### config.mk
export PLATFORM = sky130hd
export DESIGN_NAME = keystream_serialiser_flat
export DESIGN_NICKNAME = d
export VERILOG_FILES = /design/src/rtl/keystream_serialiser_if.sv /design/src/rtl/keystream_serialiser.sv /design/src/flat_wrapper.sv
export SDC_FILE = /design/constraint.sdc
export NUM_CORES = 2
export LEC_CHECK = 0
export CAP_MARGIN = 5
export CORE_ASPECT_RATIO = 2
export CORE_MARGIN = 4
export CORE_UTILIZATION = 28
export DETAILED_ROUTE_END_ITERATION = 8
export HOLD_SLACK_MARGIN = 0.02
export PLACE_DENSITY = 0.57
export SLEW_MARGIN = 0
export SYNTH_ARGS = -nofsm -noshare
export SYNTH_HDL_FRONTEND = slang
export SYNTH_SLANG_ARGS = --single-unit
### constraint.sdc
create_clock -name clk -period 50.5 [get_ports clk]
set_clock_uncertainty 0.15 [all_clocks]
set_input_delay 10.1 -clock clk [delete_from_list [all_inputs] [get_ports clk]]
set_output_delay 10.1 -clock clk [all_outputs]
set_load 0.1 [all_outputs]
### src/rtl/keystream_serialiser_if.sv
// Block-in / byte-out bundle for the keystream serialiser; slave modport is the serialiser side.
interface keystream_serialiser_if #(
    parameter int DATA_SIZE = 8,
    parameter int NUM_WORDS = 16
);
    logic                 in_valid;
    logic                 in_ready;
    logic [31:0]          in_block [0:NUM_WORDS-1];
    logic                 in_last;
    logic                 out_valid;
    logic                 out_ready;
    logic [DATA_SIZE-1:0] out_data;
    logic                 out_block_end;
    logic                 out_msg_end;
    logic [1:0]           occupancy;

    modport master (
        output in_valid, in_block, in_last, out_ready,
        input  in_ready, out_valid, out_data, out_block_end, out_msg_end, occupancy
    );

    modport slave (
        input  in_valid, in_block, in_last, out_ready,
        output in_ready, out_valid, out_data, out_block_end, out_msg_end, occupancy
    );
endinterface

### src/rtl/keystream_serialiser.sv
// Two-slot ping-pong buffer turning 512-bit keystream blocks into an LE byte stream, 1 byte/cycle.
// Byte 0 is visible the cycle after accept; in_ready depends only on occupancy, so a full buffer stalls input one extra cycle.
module keystream_serialiser #(
    parameter int DATA_SIZE = 8,
    parameter int NUM_WORDS = 16,
    parameter int NUM_BYTES = NUM_WORDS * 4,
    parameter int NUM_SLOTS = 2
) (
    input  logic                  clk,
    input  logic                  rst,
    keystream_serialiser_if.slave bus
);
    typedef logic [31:0] word_t;
    typedef enum logic [1:0] {
        EMPTY = 2'd0,
        ONE   = 2'd1,
        TWO   = 2'd2
    } state_t;

    localparam logic [5:0] LAST_BYTE = 6'(NUM_BYTES - 1);

    state_t               state;
    word_t                slot_words [NUM_SLOTS][NUM_WORDS];
    logic [NUM_SLOTS-1:0] slot_last;
    logic                 wr_ptr;
    logic                 rd_ptr;
    logic [5:0]           byte_idx;

    logic  accept;
    logic  xfer;
    logic  final_pop;
    word_t cur_word;

    // rst gates in_ready directly so nothing is accepted while reset is held.
    assign bus.in_ready  = !rst && (state != TWO);
    assign bus.out_valid = (state != EMPTY);
    assign bus.occupancy = state;

    assign accept    = bus.in_valid && bus.in_ready;
    assign xfer      = bus.out_valid && bus.out_ready;
    assign final_pop = xfer && (byte_idx == LAST_BYTE);

    assign cur_word          = slot_words[rd_ptr][byte_idx[5:2]];
    assign bus.out_data      = cur_word[{byte_idx[1:0], 3'b000} +: DATA_SIZE];
    assign bus.out_block_end = bus.out_valid && (byte_idx == LAST_BYTE);
    assign bus.out_msg_end   = bus.out_block_end && slot_last[rd_ptr];

    always_ff @(posedge clk or posedge rst) begin
        if (rst) begin
            state     <= EMPTY;
            wr_ptr    <= 1'b0;
            rd_ptr    <= 1'b0;
            byte_idx  <= 6'd0;
            slot_last <= '0;
            for (int s = 0; s < NUM_SLOTS; s++) begin
                for (int w = 0; w < NUM_WORDS; w++) begin
                    slot_words[s][w] <= '0;
                end
            end
        end else begin
            if (accept) begin
                for (int w = 0; w < NUM_WORDS; w++) begin
                    slot_words[wr_ptr][w] <= bus.in_block[w];
                end
                slot_last[wr_ptr] <= bus.in_last;
                wr_ptr            <= ~wr_ptr;
            end

            // 6-bit counter wraps to 0 naturally after byte 63.
            if (xfer) begin
                byte_idx <= byte_idx + 6'd1;
                if (final_pop) begin
                    rd_ptr <= ~rd_ptr;
                end
            end

            case (state)
                EMPTY: if (accept) state <= ONE;
                ONE: begin
                    if (accept && !final_pop) begin
                        state <= TWO;
                    end else if (!accept && final_pop) begin
                        state <= EMPTY;
                    end
                end
                TWO:     if (final_pop) state <= ONE;
                default: state <= EMPTY;
            endcase
        end
    end
endmodule

### src/flat_wrapper.sv
// flat-port wrapper written by rule: the top's interface ports become plain ports
module keystream_serialiser_flat 
#(
    parameter int DATA_SIZE = 8,
    parameter int NUM_WORDS = 16,
    parameter int NUM_BYTES = NUM_WORDS * 4,
    parameter int NUM_SLOTS = 2
)
  (clk, rst, bus_in_valid, bus_in_block, bus_in_last, bus_out_ready, bus_in_ready, bus_out_valid, bus_out_data, bus_out_block_end, bus_out_msg_end, bus_occupancy);
  keystream_serialiser_if #(.DATA_SIZE(DATA_SIZE), .NUM_WORDS(NUM_WORDS)) bus_i ();
  input  logic clk;
  input  logic rst;
  input wire logic [$bits(bus_i.in_valid)-1:0] bus_in_valid;
  input wire logic [$bits(bus_i.in_block)-1:0] bus_in_block;
  input wire logic [$bits(bus_i.in_last)-1:0] bus_in_last;
  input wire logic [$bits(bus_i.out_ready)-1:0] bus_out_ready;
  output wire logic [$bits(bus_i.in_ready)-1:0] bus_in_ready;
  output wire logic [$bits(bus_i.out_valid)-1:0] bus_out_valid;
  output wire logic [$bits(bus_i.out_data)-1:0] bus_out_data;
  output wire logic [$bits(bus_i.out_block_end)-1:0] bus_out_block_end;
  output wire logic [$bits(bus_i.out_msg_end)-1:0] bus_out_msg_end;
  output wire logic [$bits(bus_i.occupancy)-1:0] bus_occupancy;
  assign bus_i.in_valid = bus_in_valid;
  assign bus_i.in_block = {>>{bus_in_block}};
  assign bus_i.in_last = bus_in_last;
  assign bus_i.out_ready = bus_out_ready;
  assign bus_in_ready = bus_i.in_ready;
  assign bus_out_valid = bus_i.out_valid;
  assign bus_out_data = bus_i.out_data;
  assign bus_out_block_end = bus_i.out_block_end;
  assign bus_out_msg_end = bus_i.out_msg_end;
  assign bus_occupancy = bus_i.occupancy;
  keystream_serialiser #(.DATA_SIZE(DATA_SIZE), .NUM_WORDS(NUM_WORDS), .NUM_BYTES(NUM_BYTES), .NUM_SLOTS(NUM_SLOTS)) u_core (.clk(clk), .rst(rst), .bus(bus_i));
endmodule
==> qor.csv <==
stage;metric;value;unit
setup_path;r2r-end;u_core.slot_words[288]$_DFFE_PP0P_;
timing;tightest_slew;1.25;ns
clock_network;cts.reportedPaths.clkPinSlew;0.06;ns
setup_path;crit_type;input port to output pin;
synthesis;yosys_warnings;0;
layout;layout.nets;3923;
setup_path;arrival;11.88;ns
timing;post-route-period-util;43.8;%
layout;fin_area;57400;µm²
worst_hold_path;holdCritPathClass;flop to flop;
run_status;status;completed;
route;dr.pass1.iters;5;
grt;grt-ovfl-total;0;
timing;whs;0.350;ns
power_and_ir_drop;switchingPower;1.22;mW
synthesis;syn-num-nets;3454;
clock_network;cts_tree;done;
floorplanning;design.core.area;166000;µm²
layout;area_growth;22.9;%
placed_design;placed_area;54000;µm²
floorplanning;start_util;28.2;%
grt;antenna_found_initial;68;
clock_network;clk-insertion-delay-late;0.67;ns
worst_hold_path;worst_hold_path.num_cells;1;
floorplanning;die_x;297;µm
power_and_ir_drop;power_density;62.8;nW/µm²
worst_hold_path;whs_endpoint;u_core.slot_words[198]$_DFFE_PP0P_;
clock_network;clock_sinks;1036;
route;wl_per_cell;26.6;µm
layout;drive_gt1_share;41.3;%
power_and_ir_drop;switching_share;33.7;%
power_and_ir_drop;combPwrFrac;37.5;%
clock_network;postCtsHoldBufs;0;
timing;final_max_slew_viol_count;0;
route;initialDrtViolationCount;1236;
route;vias;27600;
route;ant_nets;0;
floorplanning;rows;211;
synthesis;synth_cells;2935;
setup_path;endpoint_kind;output pin;
power_and_ir_drop;peakVddDrop;0.0556;mV
layout;multiInputGateArea;19600;µm²
layout;seq_area;25900;µm²
timing;fmax;45.2;MHz
clock_network;htree_levels;3;
setup_path;crit_fanout;2;
setup_path;r2r_slack;45.40;ns
grt;grt_max_degree;174;
grt;track_usage;17.0;%
route;wl;150000;µm
clock_network;cts_root_buffer;clkbuf_16;
synthesis;synth_area;46700;µm²
route;via_per_inst;4.89;
power_and_ir_drop;seqPwrFrac;40.8;%
floorplanning;dieArea;174000;µm²
power_and_ir_drop;p_total;3.60;mW
flow_run;maxCapViolations;0;
placed_design;port_buffers;530;
synthesis;synth-async-reset-ratio;100;%
timing;period_minus_slack;22.13;ns
timing;relSlewSlack;16.6;%
route;drcViolationCount;0;
power_and_ir_drop;leakagePower;22.6;nW
clock_network;cts_setup_buffers;0;
synthesis;yosysSeqAreaShare;55.5;%
clock_network;numCtsBuffers;101;
clock_network;ctsLongestPathBuffers;3;
grt;grt_pass1_vias;30400;
synthesis;ys_ff_latch;1036;
synthesis;synth_edf_count;0;
layout;utilization;34.7;%
placed_design;dpl.hpwl;106000;µm
floorplanning;fp.dieH;586;µm
synthesis;synth.distinct_cells;47;
layout;fillers;15900;
setup_path;crit_required;40.25;ns
setup_path;cp-start-kind;input port;
worst_hold_path;min_from;u_core.slot_words[198]$_DFFE_PP0P_;
floorplanning;pin_count;531;
setup_path;rr_worst_depth;7;
clock_network;cts-resized-gates;0;
timing;fin_tns_setup;0;ns
placed_design;place.gp.congestion;0.745;
synthesis;ys.flop_type;dfrtp_1;
power_and_ir_drop;clockPowerShare;21.7;%
power_and_ir_drop;p_int;2.39;mW
grt;grt_pass1_wl;217000;µm
timing;rsz0062_at_grt;no;
setup_path;rr_startpoint;u_core.bus.occupancy[1]$_DFFE_PP0P_;
timing;final_hold_viol_count;0;
timing;setup_viol;0;
synthesis;syn_avg_cell_area;15.9;µm²
critical path, cell delays in order:
cell             delay [ns]
clkdlybuf4s50_1        0.51
nor2_1                 0.14
clkdlybuf4s50_1        1.14
synth_stat cells, types with 3 or more instances:
cell type | count | area, µm²
mux4_2 | 192 | 4320
buf_1 | 5 | 18.8
nand2_1 | 18 | 67.6
buf_6 | 14 | 158
nand4_1 | 7 | 43.8
mux2_2 | 1028 | 11600
mux2i_1 | 186 | 1860
o21ai_1 | 5 | 25.0
a21oi_1 | 59 | 295
buf_2 | 144 | 721
nor2_1 | 8 | 30.0
buf_4 | 26 | 195
nor2b_1 | 5 | 31.3
xnor2_1 | 5 | 43.8
a221oi_1 | 7 | 61.3
dfrtp_1 | 1036 | 25900
clkbuf_1 | 19 | 71.3
o22ai_1 | 4 | 25.0
nor3_1 | 3 | 15.0
o221ai_1 | 59 | 517
nand3_1 | 24 | 120
a22oi_1 | 23 | 173
o21ai_0 | 25 | 125
worst max path at each step:
stage,from,to,slack (ns),depth (start not counted)
finish,rst,bus_in_ready,28.37,3
global route,rst,bus_in_ready,28.30,3
CTS,rst,bus_in_ready,28.36,3
detailed placement,rst,bus_in_ready,28.37,3
global placement,rst,bus_in_ready,28.34,3
floorplan,rst,u_core.bus.occupancy[0]$_DFFE_PP0P_,11.07,1
registers in the layout, indices dropped and copies added, names as in the netlist:
register and flops:
u_core.slot_last 2, u_core.byte_idx 6, u_core.slot_words 1024, u_core.bus.occupancy 2, u_core.wr_ptr 1, u_core.rd_ptr 1
power groups by stage:
stage                     Clock [mW]  Sequential [mW]  Combinational (mW)
after floorplan                    0             1.41               0.975
after global placement             0             1.47                1.37
after detailed placement           0             1.49                1.40
after CTS                      0.812             1.47                1.40
after global routing           0.840             1.52                1.46
final                          0.781             1.47                1.35
layout make-up:
| class | count | area share [%] |
|---|---|---|
| sequential | 1036 | 45.2 |
| multi-input combinational | 1684 | 34.2 |
| clock buffer | 143 | 5.06 |
| antenna | 30 | 0.131 |
| inverter | 4 | 0.0436 |
| timing repair buffer | 577 | 10.0 |
| tap | 2130 | 4.64 |
| clock inverter | 34 | 0.776 |
logic make-up after synthesis:
kind of cell,Yosys count,share of synthesized area [%]
multiplexers,1407,38.1
flip-flops,1036,55.5
buffers and inverters,215,2.59
AND/OR/NAND/NOR,74,0.801
AO/OA/AOI/OAI,194,2.85
XOR/XNOR,7,0.131
adder cells (fa/ha/maj),2,0.0536
metal layers:
| layer | wire [µm] | up-vias | track usage (%) |
|---|---|---|---|
| met5 | 466 | - | 0 |
| li1 | - | 12000 | - |
| met2 | 76100 | 631 | 29.9 |
| met1 | 59200 | 14600 | 20.1 |
| met3 | 10500 | 221 | 5.35 |
| met4 | 3880 | 70 | 4.61 |
placed cells by master (no fill, tap or decap), drive strengths merged, types with 4 or more instances in the layout:
cell,count
mux4,193
o22ai,4
clkbuf,143
clkinv,16
a22oi,23
nand2,18
nor2,8
o221ai,59
buf,47
clkdlybuf4s50,530
a221oi,7
nand3,25
nor2b,5
inv,11
mux2,1028
dfrtp,1036
a2111oi,4
a21oi,59
bufinv,8
o21ai,30
nand4,7
xnor2,5
mux2i,186
diode,30
through the flow:
step / worst slack [ns] / std cells
after floorplan: 11.07 / 2935
after global placement: 28.34 / 5431
after detailed placement: 28.37 / 5431
after CTS: 28.36 / 5608
after global routing: 28.30 / 5613
final: 28.37 / 5638
(Power assumes the default switching activity.)
